$ cat src/rtl/debug_dump_engine_if.sv
// debug_dump_engine_if: bundles the two handshakes the dump engine drives.
//   Debug read side : addr (engine -> MIPS), regs / mem_datos (MIPS -> engine,
//                     synchronous read, one cycle of latency).
//   UART TX side    : tx_start / uart_data_out (engine -> UART),
//                     tx_done (UART -> engine, byte-complete pulse).
// master = the dump engine, slave = the MIPS debug ports plus the UART TX.
interface debug_dump_engine_if #(
    parameter int LEN      = 32,
    parameter int LEN_DATA = 8,
    parameter int NB_ADDR  = 5
);
    logic [NB_ADDR-1:0]  addr;
    logic [LEN-1:0]      regs;
    logic [LEN-1:0]      mem_datos;
    logic                tx_start;
    logic [LEN_DATA-1:0] uart_data_out;
    logic                tx_done;

    modport master (
        output addr, tx_start, uart_data_out,
        input  regs, mem_datos, tx_done
    );

    modport slave (
        input  addr, tx_start, uart_data_out,
        output regs, mem_datos, tx_done
    );
endinterface

$ cat src/rtl/debug_dump_engine.sv
// debug_dump_engine: on start, streams one framed snapshot of MIPS debug
// state to the UART transmitter, one byte per tx_start/tx_done handshake.
// Frame: HEADER, [PC, latches 0..NB_LATCHES-1], [regs 0..CANT_REGS-1],
//        [mem 0..CANT_MEM_DATOS-1], XOR checksum of all bytes after HEADER.
// Sections present depend on mode (00 all, 01 regs, 10 mem, 11 PC+latches).
// Words go out MSB byte first.
// Ports:
//   clk, reset (async, active-low)
//   start   : dump request, sampled in IDLE only (mode sampled with it)
//   abort   : synchronous cancel, back to IDLE without a done pulse
//   mode    : frame content select
//   pc      : current PC, snapshotted at frame start
//   latches : NB_LATCHES words, word i at [i*LEN +: LEN], snapshotted
//   busy    : high from accepted start until return to IDLE
//   done    : one-cycle pulse after the checksum byte completes
//   bus     : debug read port and UART TX handshake (master side)
module debug_dump_engine #(
    parameter int                  LEN            = 32,
    parameter int                  LEN_DATA       = 8,
    parameter int                  CANT_REGS      = 32,
    parameter int                  CANT_MEM_DATOS = 16,
    parameter int                  NB_LATCHES     = 4,
    parameter int                  NB_ADDR        = $clog2((CANT_REGS > CANT_MEM_DATOS) ? CANT_REGS : CANT_MEM_DATOS),
    parameter logic [LEN_DATA-1:0] HEADER         = 8'hA5
) (
    input  logic                       clk,
    input  logic                       reset,
    input  logic                       start,
    input  logic                       abort,
    input  logic [1:0]                 mode,
    input  logic [LEN-1:0]             pc,
    input  logic [NB_LATCHES*LEN-1:0]  latches,
    output logic                       busy,
    output logic                       done,
    debug_dump_engine_if.master        bus
);
    localparam int B     = LEN / LEN_DATA;
    localparam int BCW   = $clog2(B + 1);
    localparam int MAXN0 = (CANT_REGS > CANT_MEM_DATOS) ? CANT_REGS : CANT_MEM_DATOS;
    localparam int MAXN  = (MAXN0 > NB_LATCHES) ? MAXN0 : NB_LATCHES;
    localparam int IDXW  = $clog2(MAXN + 1);

    typedef enum logic [3:0] {
        IDLE, SNAP, SEND, WAIT_TX, RD_ADDR, RD_WAIT, CAPTURE, CKSUM, FINISH
    } state_t;

    typedef enum logic [2:0] {
        SEC_HDR, SEC_PC, SEC_LAT, SEC_REG, SEC_MEM, SEC_CKS
    } sec_t;

    state_t                    state;
    sec_t                      sec;
    sec_t                      sec_nxt;
    logic [1:0]                mode_q;
    logic [LEN-1:0]            pc_sh;
    logic [NB_LATCHES*LEN-1:0] lat_sh;
    logic [NB_LATCHES*LEN-1:0] lat_nxt;
    logic [LEN-1:0]            word_sr;
    logic [LEN_DATA-1:0]       cur_byte;
    logic [BCW-1:0]            byte_cnt;
    logic [IDXW-1:0]           idx;
    logic [LEN_DATA-1:0]       checksum;
    logic                      last_byte;
    logic                      sec_end;
    logic                      en_pl, en_rg, en_mm;

    assign cur_byte  = word_sr[LEN-1 -: LEN_DATA];
    // The latch shadow is consumed by shifting, so the next word is always
    // at the bottom and no variable part-select is needed.
    assign lat_nxt   = lat_sh >> LEN;
    assign last_byte = (byte_cnt == BCW'(B - 1));

    always_comb begin
        en_pl = (mode_q == 2'b00) || (mode_q == 2'b11);
        en_rg = (mode_q == 2'b00) || (mode_q == 2'b01);
        en_mm = (mode_q == 2'b00) || (mode_q == 2'b10);

        case (sec)
            SEC_HDR: sec_nxt = en_pl ? SEC_PC : (en_rg ? SEC_REG : (en_mm ? SEC_MEM : SEC_CKS));
            SEC_PC:  sec_nxt = SEC_LAT;
            SEC_LAT: sec_nxt = en_rg ? SEC_REG : (en_mm ? SEC_MEM : SEC_CKS);
            SEC_REG: sec_nxt = en_mm ? SEC_MEM : SEC_CKS;
            default: sec_nxt = SEC_CKS;
        endcase

        case (sec)
            SEC_HDR: sec_end = 1'b1;
            SEC_PC:  sec_end = 1'b1;
            SEC_LAT: sec_end = (idx == IDXW'(NB_LATCHES - 1));
            SEC_REG: sec_end = (idx == IDXW'(CANT_REGS - 1));
            SEC_MEM: sec_end = (idx == IDXW'(CANT_MEM_DATOS - 1));
            default: sec_end = 1'b1;
        endcase
    end

    always_ff @(posedge clk or negedge reset) begin
        if (!reset) begin
            state             <= IDLE;
            sec               <= SEC_HDR;
            mode_q            <= '0;
            pc_sh             <= '0;
            lat_sh            <= '0;
            word_sr           <= '0;
            byte_cnt          <= '0;
            idx               <= '0;
            checksum          <= '0;
            bus.addr          <= '0;
            bus.tx_start      <= 1'b0;
            bus.uart_data_out <= '0;
            busy              <= 1'b0;
            done              <= 1'b0;
        end else begin
            bus.tx_start <= 1'b0;
            done         <= 1'b0;
            if (abort && state != IDLE) begin
                state <= IDLE;
                busy  <= 1'b0;
            end else begin
                case (state)
                    IDLE: begin
                        if (start && !abort) begin
                            mode_q   <= mode;
                            checksum <= '0;
                            busy     <= 1'b1;
                            state    <= SNAP;
                        end
                    end
                    SNAP: begin
                        pc_sh    <= pc;
                        lat_sh   <= latches;
                        word_sr  <= LEN'(HEADER) << (LEN - LEN_DATA);
                        sec      <= SEC_HDR;
                        byte_cnt <= '0;
                        idx      <= '0;
                        state    <= SEND;
                    end
                    SEND: begin
                        bus.uart_data_out <= cur_byte;
                        bus.tx_start      <= 1'b1;
                        if (sec != SEC_HDR && sec != SEC_CKS)
                            checksum <= checksum ^ cur_byte;
                        state <= WAIT_TX;
                    end
                    WAIT_TX: begin
                        if (bus.tx_done) begin
                            if (sec == SEC_CKS) begin
                                done  <= 1'b1;
                                busy  <= 1'b0;
                                state <= FINISH;
                            end else if (sec != SEC_HDR && !last_byte) begin
                                byte_cnt <= byte_cnt + 1'b1;
                                word_sr  <= word_sr << LEN_DATA;
                                state    <= SEND;
                            end else if (sec_end) begin
                                sec      <= sec_nxt;
                                idx      <= '0;
                                byte_cnt <= '0;
                                case (sec_nxt)
                                    SEC_PC: begin
                                        word_sr <= pc_sh;
                                        state   <= SEND;
                                    end
                                    SEC_LAT: begin
                                        word_sr <= lat_sh[LEN-1:0];
                                        state   <= SEND;
                                    end
                                    SEC_REG, SEC_MEM: begin
                                        bus.addr <= '0;
                                        state    <= RD_ADDR;
                                    end
                                    default: state <= CKSUM;
                                endcase
                            end else begin
                                idx      <= idx + 1'b1;
                                byte_cnt <= '0;
                                if (sec == SEC_LAT) begin
                                    lat_sh  <= lat_nxt;
                                    word_sr <= lat_nxt[LEN-1:0];
                                    state   <= SEND;
                                end else begin
                                    state <= RD_ADDR;
                                end
                            end
                        end
                    end
                    RD_ADDR: begin
                        bus.addr <= NB_ADDR'(idx);
                        state    <= RD_WAIT;
                    end
                    RD_WAIT: state <= CAPTURE;
                    CAPTURE: begin
                        word_sr <= (sec == SEC_REG) ? bus.regs : bus.mem_datos;
                        state   <= SEND;
                    end
                    CKSUM: begin
                        word_sr <= LEN'(checksum) << (LEN - LEN_DATA);
                        state   <= SEND;
                    end
                    FINISH: state <= IDLE;
                    default: state <= IDLE;
                endcase
            end
        end
    end
endmodule
$ cat src/flat_wrapper.sv
// flat-port wrapper written by rule: the top's interface ports become plain ports
module debug_dump_engine_flat 
#(
    parameter int                  LEN            = 32,
    parameter int                  LEN_DATA       = 8,
    parameter int                  CANT_REGS      = 32,
    parameter int                  CANT_MEM_DATOS = 16,
    parameter int                  NB_LATCHES     = 4,
    parameter int                  NB_ADDR        = $clog2((CANT_REGS > CANT_MEM_DATOS) ? CANT_REGS : CANT_MEM_DATOS),
    parameter logic [LEN_DATA-1:0] HEADER         = 8'hA5
)
  (clk, reset, start, abort, mode, pc, latches, busy, done, bus_addr, bus_tx_start, bus_uart_data_out, bus_regs, bus_mem_datos, bus_tx_done);
  debug_dump_engine_if #(.LEN(LEN), .LEN_DATA(LEN_DATA), .NB_ADDR(NB_ADDR)) bus_i ();
  input  logic clk;
  input  logic reset;
  input  logic start;
  input  logic abort;
  input  logic [1:0] mode;
  input  logic [LEN-1:0] pc;
  input  logic [NB_LATCHES*LEN-1:0] latches;
  output logic busy;
  output logic done;
  output wire logic [$bits(bus_i.addr)-1:0] bus_addr;
  output wire logic [$bits(bus_i.tx_start)-1:0] bus_tx_start;
  output wire logic [$bits(bus_i.uart_data_out)-1:0] bus_uart_data_out;
  input wire logic [$bits(bus_i.regs)-1:0] bus_regs;
  input wire logic [$bits(bus_i.mem_datos)-1:0] bus_mem_datos;
  input wire logic [$bits(bus_i.tx_done)-1:0] bus_tx_done;
  assign bus_addr = bus_i.addr;
  assign bus_tx_start = bus_i.tx_start;
  assign bus_uart_data_out = bus_i.uart_data_out;
  assign bus_i.regs = bus_regs;
  assign bus_i.mem_datos = bus_mem_datos;
  assign bus_i.tx_done = bus_tx_done;
  debug_dump_engine #(.LEN(LEN), .LEN_DATA(LEN_DATA), .CANT_REGS(CANT_REGS), .CANT_MEM_DATOS(CANT_MEM_DATOS), .NB_LATCHES(NB_LATCHES), .NB_ADDR(NB_ADDR), .HEADER(HEADER)) u_core (.clk(clk), .reset(reset), .start(start), .abort(abort), .mode(mode), .pc(pc), .latches(latches), .busy(busy), .done(done), .bus(bus_i));
endmodule
$ cat config.mk
export PLATFORM = sky130hd
export DESIGN_NAME = debug_dump_engine_flat
export DESIGN_NICKNAME = d
export VERILOG_FILES = /design/src/rtl/debug_dump_engine_if.sv /design/src/rtl/debug_dump_engine.sv /design/src/flat_wrapper.sv
export SDC_FILE = /design/constraint.sdc
export NUM_CORES = 1
export LEC_CHECK = 0
export CAP_MARGIN = 0
export CORE_ASPECT_RATIO = 0.8
export CORE_MARGIN = 8
export CORE_UTILIZATION = 47
export CTS_CLUSTER_SIZE = 30
export DETAILED_ROUTE_END_ITERATION = 12
export PLACE_DENSITY = 0.78
export SLEW_MARGIN = 30
export SYNTH_ARGS = -nofsm -noshare
export SYNTH_HDL_FRONTEND = slang
export SYNTH_SLANG_ARGS = --single-unit
$ cat constraint.sdc
create_clock -name clk -period 1.9 [get_ports clk]
set_clock_uncertainty 0.05 [all_clocks]
set_input_delay 0.285 -clock clk [delete_from_list [all_inputs] [get_ports clk]]
set_output_delay 0.285 -clock clk [all_outputs]
set_load 0.1 [all_outputs]
-- Word-level counts from Yosys, hierarchy flattened
Index checks and enable logic that the tools add are counted.
- logic and storage cells: 152
- register bits after elaboration: 234
- output and inout port bits: 16
- input bits: 231
- reductions and logical operators: 34
- multiplexer cells: 62
- add/sub/neg operators: 2
- equality and inequality tests: 38
- bitwise logic cells: 2
- operators by type and width (cell ; count):
    2-to-1 mux 128 bit ; 5
    case mux 128 bit (2 select lines) ; 1
    2-to-1 mux 32 bit ; 6
    case mux 32 bit (4 select lines) ; 1
    case mux 32 bit (2 select lines) ; 1
    2-to-1 mux 3 bit ; 10
    2-to-1 mux 5 bit ; 5
    2-to-1 mux 4 bit ; 6
    2-to-1 mux 6 bit ; 4
    case mux 4 bit (6 select lines) ; 1
    case mux 3 bit (2 select lines) ; 3
    == test 4 x 3 -> 1 bit, second input constant ; 4
    2-to-1 mux 8 bit ; 2
    case mux 8 bit (2 select lines) ; 1
    == test 3 x 2 -> 1 bit, second input constant ; 5
    AND reduction 7 bit ; 2
    case mux 3 bit (4 select lines) ; 1
    case mux 6 bit (2 select lines) ; 1
    AND reduction 4 bit ; 3
    AND reduction 6 bit ; 2
    2-to-1 mux 1 bit ; 11
    inequality test 2 bit, second input constant ; 5
    case mux 5 bit (2 select lines) ; 1
    == test 3 bit, second input constant ; 3
    34 further kinds ; 54

-- Longest topological paths before layout
- depth in word-level cells: 15
- depth in mapped cells: 10

-- Least setup slack after synthesis
No wires, ideal clock.
- kind: reg2reg
- start: register u_core.sec[0]
- end: register u_core.lat_sh[91]
- stages on the path, launching flop included: 11
- data required time: 1714 ps
- period minus slack after synthesis: 2040 ps
- setup slack: -140 ps
- path buffers: 4
- arrival: 1855 ps
- cells stage by stage: dfrtp_1 -> buf_4 -> nor3_4 -> o211ai_1 -> a21oi_4 -> o21ai_4 -> buf_6 -> buf_6 -> buf_6 -> nand2_1 -> o21ai_0
- word-level cells in the longest chain between the ends: 4
- elaborated cells on any way between the ends: 12
- ends and longest elaborated chain (element ; line ; RTL):
    from (decl) ; debug_dump_engine.sv:52 ; sec_t sec;
    from (signal assigned) ; debug_dump_engine.sv:155 ; sec <= sec_nxt;
    == test 3 bit (tied with other cells) ; debug_dump_engine.sv:86 ; case (sec)
    case mux 1 bit (3 select lines) / logical AND 1 bit (equally long branches) ; debug_dump_engine.sv:86, debug_dump_engine.sv:150 ;
    inequality test 2 bit (no line) ; n/a ;
    AND reduction 7 bit (no line) * ; n/a ;
    to (signal assigned) ; debug_dump_engine.sv:130 ; lat_sh <= latches;
    to (signal assigned) ; debug_dump_engine.sv:177 ; lat_sh <= lat_nxt;
    to (decl) ; debug_dump_engine.sv:56 ; logic [NB_LATCHES*LEN-1:0] lat_sh;
Every way passes the cells marked *; elsewhere a longest branch is shown, timed or not.
A chain may end at the register's enable or synchronous reset.

-- Worst setup path after layout
- start: register u_core.sec[0]
- end: register u_core.word_sr[11]
- word-level cells in the longest chain between the ends: 9
- elaborated cells on any way between the ends: 23
- ends and longest elaborated chain (element ; line ; RTL):
    == test 3 x 2 -> 1 bit (tied with other cells) ; debug_dump_engine.sv:78, debug_dump_engine.sv:86, debug_dump_engine.sv:192 ;
    case mux 3 bit (4 select lines) ; debug_dump_engine.sv:78 ; case (sec)
    == test 3 x 2 -> 1 bit / == test 3 x 1 -> 1 bit (equally long branches) ; debug_dump_engine.sv:158 ; case (sec_nxt)
    case mux 32 bit (2 select lines) ; debug_dump_engine.sv:158 ;
    2-to-1 mux 32 bit ; debug_dump_engine.sv:154 ; end else if (sec_end) begin
    2-to-1 mux 32 bit ; debug_dump_engine.sv:150 ; end else if (sec != SEC_HDR && !last_byte) begin
    2-to-1 mux 32 bit ; debug_dump_engine.sv:146 ; if (sec == SEC_CKS) begin
    2-to-1 mux 32 bit ; debug_dump_engine.sv:145 ; if (bus.tx_done) begin
    case mux 32 bit (4 select lines) ; debug_dump_engine.sv:119 ; case (state)
    to (signal assigned) ; debug_dump_engine.sv:131 ; word_sr <= LEN'(HEADER) << (LEN - LEN_DATA);
    to (signal assigned) ; debug_dump_engine.sv:152 ; word_sr <= word_sr << LEN_DATA;
    to (signal assigned) ; debug_dump_engine.sv:160 ; word_sr <= pc_sh;
    to (decl) ; debug_dump_engine.sv:58 ; logic [LEN-1:0] word_sr;
Several ways; a longest one is shown, not always the timed one. The select of a mux whose other input is x is not followed.

==> flow_summary.yaml <==
grt:
  grt_pass1_vias: 10520
  grt_overflow: 0
  grt_pass1_wl_mm: 58.38
  antenna_found_initial: 3
  grt_max_degree: 60
  grtUsageTotal_pct: 24.52
power_and_ir_drop:
  p_total_mw: 21.42
  comb_power_share_pct: 37.9
  seqPwrFrac_pct: 39.6
  leakage_nw: 8.686
  p_int_mw: 13.61
  p_sw_mw: 7.815
  vdd_drop_max_mv: 0.7277
  power_density_nw_per_um2: 1174
  clock_power_share_pct: 22.4
  p_sw_share_pct: 36.48
routing:
  wl_per_cell_um: 23.17
  drtPass1Iterations: 6
  remaining_drc_errors: 0
  routed_wl_mm: 43.33
  antenna_left: 0
  viasPerCell: 5.866
  drt_iter0_markers: 1132
  num_vias: 10970
clock_tree:
  clk_pin_slew_worst_paths_ps: 60
  ctsHtreeMaxLevel: 1
  numCtsBuffers: 26
  cts_tree: "yes"
  max-clock-path-buffers: 3
  worst_skew_pair.late_latency_ps: 540
  clkSinkCount: 234
  cts-root-buf: "clkbuf_16"
flow_run:
  max-cap-violations: 0
yosys:
  yosys_warnings: 0
  synth.most_common_cell: "nand2_1"
  synth_cell_type_count: 58
  ys_seq_area_share_pct: 50.67
  yosys_register_bits: 234
  netlist_instances: 1169
  synth_area_per_cell_um2: 9.885
  ys_top_cells_by_count: "nand2_1 (280), dfrtp_1 (234), mux2i_1 (110)"
  synth_top_area_share_pct: 50.67
  synth_flop_cell: "dfrtp_1"
  async_reset_ff_share_pct: 100.0
  synth-edff-count: 0
  mappedNetlistArea_um2: 11560
  synth_largest_area_cell: "dfrtp_1"
  syn_nets: 1403
  synth_area_leaders: "dfrtp_1 (51%), mux2i_1 (9.5%), nand2_1 (9.1%), o21ai_0 (3.8%), mux2_2 (3.4%)"
sta:
  grt_setup_unrepaired: "true"
  hold_violations: 0
  worst_pin_slew_ps: 748.4
  timing.fmax_mhz: 449.5
  min_period_ps: 2224
  holdWs_ps: 250.6
  relSlewSlack_pct: 50.11
  fin_crit_sh_pct: 117.1
  maxSlewViolCount: 0
  setup_viol: 205
  layout_setup_ws_ps: -324.5
setup_path:
  critPathMaxFanout: 9
  worstSetupStartpointType: "flop"
  cp.arrival_ps: 2560
  crit_required_ps: 2240
  worstRegToRegCells: 9
  r2r-end: "u_core.word_sr[11]$_DFFE_PN0P_"
  r2r_slack_ps: -320
  end_kind: "flop"
  timing.rr.start: "u_core.sec[0]$_DFFE_PN0P_"
  critPathKind: "reg -> reg"
placement:
  place_worst_setup_slack_ps: -330.4
  hpwlAfterDp_mm: 26.93
  place_area_um2: 15310
  io_buffers: 246
  gp_congestion: 0.9467
floorplan:
  chipWidth_um: 191.3
  std_cell_rows: 51
  fp.coreArea_um2: 24250
  initial_core_util_pct: 47.66
  fp.dieH_um: 156.3
  die-area_um2: 29890
  io_pins: 247
final_layout:
  drive_above_1_share_pct: 29.45
  fillCellCount: 1580
  fin_area_um2: 18240
  nNetsFinal: 1768
  areaGrowthSynthToFinish_pct: 57.87
  final_core_util_pct: 75.24
  diodes: 0
  multi_input_area_um2: 6203
  regArea_um2: 5861
outcome:
  outcome: "finished with violations"
  violations: "negative setup slack"
hold_path:
  hold_path_class: "in -> async"
repair_timing:
item,CTS,global route
buffers inserted,9,24
pin swaps,8,102
resized for setup,75,268
endpoints found under the hold margin,49,0
gates cloned,6,26
hold buffers,1,0
endpoints found under the setup margin,197,218
final cells by class:
type / instances / share of cell area [%]
clock inverter: 7 / 0.2880
multi-input combinational: 832 / 34.00
inverter: 14 / 0.2880
timing repair buffer: 426 / 27.01
tap: 318 / 2.181
clock buffer: 39 / 4.108
sequential: 234 / 32.12
power by group through the flow:
| stage | logic (mW) | clock network, mW | registers, mW |
|---|---|---|---|
| after floorplan | 3.06 | 0 | 8.39 |
| after detailed placement | 5.87 | 0 | 8.19 |
| after global placement | 5.71 | 0 | 8.11 |
| after CTS | 6.38 | 4.83 | 8.14 |
| after global routing | 8.63 | 5.07 | 8.63 |
| final | 8.13 | 4.81 | 8.49 |
worst max-delay path: stages (launching register included):
cell and delay (ps):
dfrtp_2 460, buf_4 180, o21ai_0 270, buf_4 180, nand2_4 50, o2111a_2 310, buf_12 150, buf_6 120
o2111ai_1 150, o211ai_1 160
metal layers:
| layer | GRT usage [%] | vias to the layer above | share of wire, % | routed length, um |
|---|---|---|---|---|
| met4 | 6.879 | 6 | 3.9 | 1703 |
| met5 | 0 | - | 0.095 | 41 |
| li1 | - | 4881 | - | - |
| met1 | 33.72 | 5286 | 41 | 17660 |
| met2 | 36.48 | 640 | 45 | 19440 |
| met3 | 8.163 | 157 | 10 | 4479 |
logic make-up (layout without fill, tap and decap cells):
kind of cell	Yosys count	after routing	share of synthesized area, %
AOI/OAI and AO/OA	290	290	16.70
xor gates and xnor gates	15	15	1.202
adders and majority gates	3	3	0.3249
buffers and inverters	103	486	4.407
DFF	234	234	50.67
muxes	145	145	12.94
and+or+nand+nor	379	379	13.76
sequential cells by signal, indices dropped and copies added (netlist names):
name,cells
u_core.bus.addr,5
u_core.bus.tx_start,1
u_core.bus.uart_data_out,8
u_core.busy,1
u_core.byte_cnt,3
u_core.checksum,8
u_core.done,1
u_core.idx,6
u_core.lat_sh,128
u_core.mode_q,2
u_core.pc_sh,32
u_core.sec,3
u_core.state,4
u_core.word_sr,32
worst max path at each step:
stage / to / slack, ps / depth (start not counted) / from
6_report: u_core.word_sr[11]$_DFFE_PN0P_ / -320 / 9 / u_core.sec[0]$_DFFE_PN0P_
5_1_grt: u_core.lat_sh[16]$_DFFE_PN0P_ / -410 / 11 / u_core.sec[2]$_DFFE_PN0P_
4_1_cts: u_core.bus.addr[3]$_DFFE_PN0P_ / -260 / 8 / u_core.sec[2]$_DFFE_PN0P_
3_5_place_dp: u_core.word_sr[16]$_DFFE_PN0P_ / -330 / 9 / u_core.sec[0]$_DFFE_PN0P_
3_3_place_gp: u_core.pc_sh[8]$_DFFE_PN0P_ / -260 / 8 / abort
2_1_floorplan: u_core.word_sr[3]$_DFFE_PN0P_ / -90 / 9 / u_core.idx[2]$_DFFE_PN0P_
cells in the final DEF (no fill, tap or decap), drive strengths merged, types with 4 or more instances in the layout:
cell / Yosys / routed
nand2: 281 / 281
dfrtp: 234 / 234
clkdlybuf4s50: 0 / 229
buf: 48 / 174
o21ai: 115 / 115
mux2i: 110 / 110
clkbuf: 41 / 60
a21oi: 49 / 49
mux2: 35 / 35
nor2: 34 / 34
nand3: 34 / 34
a22o: 32 / 32
o211ai: 29 / 29
o2111ai: 26 / 26
inv: 14 / 15
xor2: 13 / 13
a221oi: 8 / 8
clkinv: 0 / 6
nand2b: 6 / 6
nor3: 6 / 6
o221ai: 5 / 5
a32oi: 4 / 4
through the flow:
step,TNS [ps],std cells
after global placement,-41580,1761
after global routing,-55890,1870
after CTS,-29870,1822
final,-43570,1870
after detailed placement,-49370,1761
after floorplan,-7983,1169
(Power assumes the default switching activity.)
